`src/rtl/td4_register_bank.sv`:
```
// TD4 architectural state: A/B/OUT/PC registers, carry flag, sticky multi-load error, operand mux.
// Latency: register writes are visible 1 cycle after the enabled edge; OPERAND is combinational (0 cycles).
// Backpressure: none; EN=0 freezes all state, and synchronous active-low RST overrides EN.
//
// Ports:
//   CLK, RST (sync, active-low), EN (instruction strobe)
//   LOAD[3:0] one-hot target {PC, OUT, B, A}; SEL[1:0] operand source {zero, IN_PORT, B, A}
//   SUM/COUT  adder result and carry-out; IN_PORT external switches
//   OPERAND   adder IN_Y operand; A_REG, B_REG, OUT_PORT, PC, C_FLAG, ERR state outputs
module td4_register_bank #(
   parameter int                DATA_W = 4,
   parameter logic [DATA_W-1:0] PC_RST = '0
) (
   input  logic              CLK,
   input  logic              RST,
   input  logic              EN,
   input  logic [3:0]        LOAD,
   input  logic [1:0]        SEL,
   input  logic [DATA_W-1:0] SUM,
   input  logic              COUT,
   input  logic [DATA_W-1:0] IN_PORT,
   output logic [DATA_W-1:0] OPERAND,
   output logic [DATA_W-1:0] A_REG,
   output logic [DATA_W-1:0] B_REG,
   output logic [DATA_W-1:0] OUT_PORT,
   output logic [DATA_W-1:0] PC,
   output logic              C_FLAG,
   output logic              ERR
);

   // More than one bit set: clearing the lowest set bit leaves something behind.
   logic multi_load;
   assign multi_load = (LOAD & (LOAD - 4'd1)) != 4'd0;

   always_ff @(posedge CLK) begin
      if (!RST) begin
         A_REG    <= '0;
         B_REG    <= '0;
         OUT_PORT <= '0;
         PC       <= PC_RST;
         C_FLAG   <= 1'b0;
         ERR      <= 1'b0;
      end else if (EN) begin
         if (LOAD[0]) A_REG    <= SUM;
         if (LOAD[1]) B_REG    <= SUM;
         if (LOAD[2]) OUT_PORT <= SUM;
         // A jump replaces the increment; otherwise PC wraps modulo 2^DATA_W.
         PC     <= LOAD[3] ? SUM : PC + DATA_W'(1);
         // Carry is recorded on every retired instruction, NOPs included.
         C_FLAG <= COUT;
         if (multi_load) ERR <= 1'b1;
      end
   end

   // Reads pre-edge register values, so read-modify-write in one instruction is hazard-free.
   always_comb begin
      OPERAND = '0;
      unique case (SEL)
         2'b00:   OPERAND = A_REG;
         2'b01:   OPERAND = B_REG;
         2'b10:   OPERAND = IN_PORT;
         default: OPERAND = '0;
      endcase
   end

endmodule

```
`config.mk`:
```
export PLATFORM = sky130hd
export DESIGN_NAME = td4_register_bank
export DESIGN_NICKNAME = d
export VERILOG_FILES = /design/src/rtl/td4_register_bank.sv
export SDC_FILE = /design/constraint.sdc
export NUM_CORES = 1
export LEC_CHECK = 0
export ABC_AREA = 1
export CORE_AREA = 2 2 52 54
export DETAILED_ROUTE_END_ITERATION = 6
export DIE_AREA = 0 0 54 56
export GPL_TIMING_DRIVEN = 1
export PLACE_DENSITY = 0.74
export RECOVER_POWER = 100
export SKIP_CTS_REPAIR_TIMING = 1
export SLEW_MARGIN = 40
export SYNTH_ARGS = -nofsm -noshare
export SYNTH_HDL_FRONTEND = slang
export SYNTH_SLANG_ARGS = --single-unit
```
`constraint.sdc`:
```
create_clock -name CLK -period 0.9 [get_ports CLK]
set_input_delay 0.18 -clock CLK [delete_from_list [all_inputs] [get_ports CLK]]
set_output_delay 0.18 -clock CLK [all_outputs]
set_load 0.01 [all_outputs]
```
Word level (Yosys, flattened, before mapping)
Index checks and enable logic that the tools add are counted.

Register bits after elaboration: 18. Logic and storage cells: 19.

Add/subtract/negate cells: 2. Equality and inequality tests: 2. Muxes and demuxes: 2. Bitwise operators: 1. Reductions and logical operators: 6.

Operator list (number): $pmux 4 s3 (1); $reduce_and 2->1 (4); $add 4x1->4 const B (1); $and 4x4->4 (1); $mux 4 (1); $reduce_bool 4->1 (1); $sub 4x1->4 const B (1); $eq 2x1->1 const B (1); $eq 2x2->1 const B (1); $logic_not 2->1 (1).

Longest topological paths before layout
Word-level depth: 4. Mapped depth: 6. Gate-level depth less buffers: 5.

Worst setup path before layout
Ideal clock, no wire load.

Path kind: reg-to-reg. Start point: reg PC[0]. End point: reg PC[1]. Setup time: 0.116 ns. Arrival time: 0.907 ns. Data required time: 0.784 ns. Setup slack: -0.123 ns. Stages on the path, launching flop included: 6. Buffers on the path: 0. Cell sequence: dfxtp_1 -> ha_1 -> nand2_1 -> nand3_1 -> o211ai_1 -> inv_1.

Longest elaborated chain between the ends: 2.

Ends and longest elaborated chain: start: declaration (line 26) `output logic [DATA_W-1:0] PC,`; start signal: assignment (line 48) `PC <= LOAD[3] ? SUM : PC + DATA_W'(1);`; $add 4x1->4 (line 48); $mux 4 (line 48).

Every way passes these cells. A chain may end at the register's enable or synchronous reset.

Final worst setup path
Start point: reg B_REG[2]. End point: out OPERAND[2].

Longest elaborated chain between the ends: 1.

Ends and longest elaborated chain: start: declaration (line 24) `output logic [DATA_W-1:0] B_REG,`; start signal: assignment (line 38) `B_REG <= '0;`; start signal: assignment (line 45) `if (LOAD[1]) B_REG <= SUM;`; $pmux 4 s3 (line 58) `unique case (SEL)`; end: declaration (line 22) `output logic [DATA_W-1:0] OPERAND,`.

Every way passes these cells.

==> results_dict.tcl <==
set metrics [dict create \
    routedWlPerCell_microns 12.79 \
    total_power_mw 1.921 \
    via_count 1074 \
    synthToLayoutAreaGrowth_pct 87.48 \
    root_buffer "clkbuf_4" \
    cap_violations 0 \
    synth_top_area_cell "dfxtp_1" \
    criticalPathCategory "reg -> out" \
    clkTransAtPathRegs_ns 0.10 \
    portBuffers 39 \
    violations "setup timing" \
    min_period_over_period_pct 126.9 \
    leakagePower_nw 0.8253 \
    outcome "finished, violations left" \
    synth_top_area_share_pct 41.92 \
    wl_met1_microns 1092 \
    finalMaxSlewViolations 0 \
    clock_sinks 18 \
    slowest_stage "dfxtp_2" \
    cpMostUsedCell "nand3_1" \
    hold_ws_ns 0.2704 \
    synthDistinctLibCells 19 \
    antenna_found_initial 0 \
    io_pins 40 \
    die_h_microns 56 \
    fin_area_sq_um 1612 \
    vias_per_cell 4.995 \
    seqCellArea_sq_um 385.4 \
    numCtsBuffers 3 \
    clk_latency_ns 0.29 \
    most-common-layout-cells "27 x buf_6, 24 x nor2_1, 17 x dfxtp_2, 15 x buf_4" \
    layoutNonFillerInstCount 215 \
    synth_seq_area_share_pct 41.92 \
    drc 0 \
    power_density_nw_per_um2 1192 \
    rsz0062_at_grt "yes" \
    finalHoldViolations 0 \
    max_slew_margin_pct 80.24 \
    startpoint_type "register" \
    yosys_warnings 0 \
    tns_ns -2.273 \
    multi_input_area_sq_um 470.5 \
    diodes 0 \
    grt_max_degree 11 \
    cp_max_fo 2 \
    arrival_ns 0.96 \
    critPathCaptureType "output port" \
    wirelength_microns 2750 \
    overflow 0 \
    grt_pass1_vias 961 \
    synth_nets 138 \
    core_sq_um 2432 \
    track_usage_pct 17.33 \
    grt_pass1_wl_microns 3939 \
    reg2reg_depth 6 \
    synthCells 119 \
    dp_slack_ns -0.9166 \
    start_util_pct 35.34 \
    path_cells "nand3_1, nand3_1, buf_2" \
    dp_hpwl_microns 1959 \
    fin_crit_ns 1.142 \
    setup_ws_ns -0.2423 \
    highest-signal-layer "met4" \
    worst_pin_slew_ns 0.2959 \
    final_common_cell "buf_6" \
    setup_viol 25 \
    finClkSkew_ns 0.0002004 \
    rows 18 \
    nFillCells 212 \
    ant_nets 0 \
    tritoncts "yes" \
    ff2ff_setup_slack_ns -0.13 \
    die_area_sq_um 3024 \
    dpl_cell_area_sq_um 1418 \
    nNetsFinal 205 \
    wl_met3_microns 230 \
    cts_buffer_depth 2 \
    avgSynthCellArea_sq_um 7.223 \
    syn_area_sq_um 859.6 \
    wl_met2_microns 1373 \
    final_core_util_pct 66.26 \
    first_iter_violations 21 \
    drive_gt1_share_pct 49.19 \
    firstDrtPassIters 4 \
    die_w_microns 54 \
    clock.fmax_mhz 875.4 \
    placed_cells 204 \
    ys_ff_latch 18 \
    htreeDepth 1 \
    gp_congestion 0.8352 \
    synth.area.top_cells "dfxtp_1 42%, nor2_1 11%, nand3_1 9.9%" \
    hold_depth 3 \
    cpPeakStageDelay_ns 0.34 \
    vdd_drop_max_mv 0.9692 \
    hp-class "in -> reg" \
    worstPathRequired_ns 0.72 \
]
critical path: cells and delay by family (launching register included):
kind / cells / cell delay (ns)
buf+inv: 1 / 0.13
flops: 1 / 0.34
simple gates: 2 / 0.20
cells in the mapped netlist:
| cell type | count |
|---|---|
| dfxtp_1 | 18 |
| inv_1 | 8 |
| inv_2 | 3 |
| buf_6 | 2 |
| nand2_1 | 10 |
| o211ai_1 | 1 |
| a21oi_1 | 8 |
| o21ai_0 | 12 |
| a21oi_2 | 1 |
| clkinv_2 | 1 |
| o21ai_1 | 4 |
| nand4_1 | 1 |
| ha_1 | 1 |
| nor2_1 | 26 |
| nand2_4 | 3 |
| nand3_1 | 17 |
| buf_4 | 1 |
| a211oi_1 | 1 |
| inv_4 | 1 |
state kept, by name, indices dropped and copies added (netlist names):
signal    count
ERR           1
OUT_PORT      4
B_REG         4
A_REG         4
PC            4
C_FLAG        1
path summary, 6_finish.rpt:
check                              from            endpoint
setup reg to reg     PC[1]$_SDFFE_PN0P_  PC[1]$_SDFFE_PN0P_
setup / recovery  B_REG[2]$_SDFFE_PN0P_          OPERAND[2]
hold / removal                       EN  PC[0]$_SDFFE_PN0P_
hold reg to reg        ERR$_SDFFE_PN0P_    ERR$_SDFFE_PN0P_
final cells by class:
class	count	area share, %
Timing Repair Buffer	65	39.67
Multi-Input combinational cell	85	29.19
Sequential cell	18	23.91
Inverter	13	3.261
Tap cell	30	2.329
Clock buffer	4	1.630
where the power goes:
part           switching [mW]  leakage [nW]  internal (mW)
registers              0.0468         0.155          0.862
logic                   0.264         0.655          0.341
clock network           0.235        0.0150          0.172
total                   0.546         0.825           1.38
cells by family (layout without fill, tap and decap cells):
kind of cell | Yosys count | count (layout) | share of synthesized area [%]
AND/OR/NAND/NOR | 57 | 57 | 30.28
AO/OA/AOI/OAI | 27 | 27 | 16.74
flip-flops | 18 | 18 | 41.92
buffers and inverters | 16 | 82 | 9.607
adder cells (fa/ha/maj) | 1 | 1 | 1.455
layer usage:
| layer | up-vias | global-route usage (%) |
|---|---|---|
| met3 | 6 | 2.419 |
| li1 | 531 | - |
| met1 | 482 | 20.63 |
| met5 | - | 0 |
| met2 | 55 | 29.44 |
| met4 | 0 | 8.214 |
No activity file was read; power rests on OpenSTA's default activity.
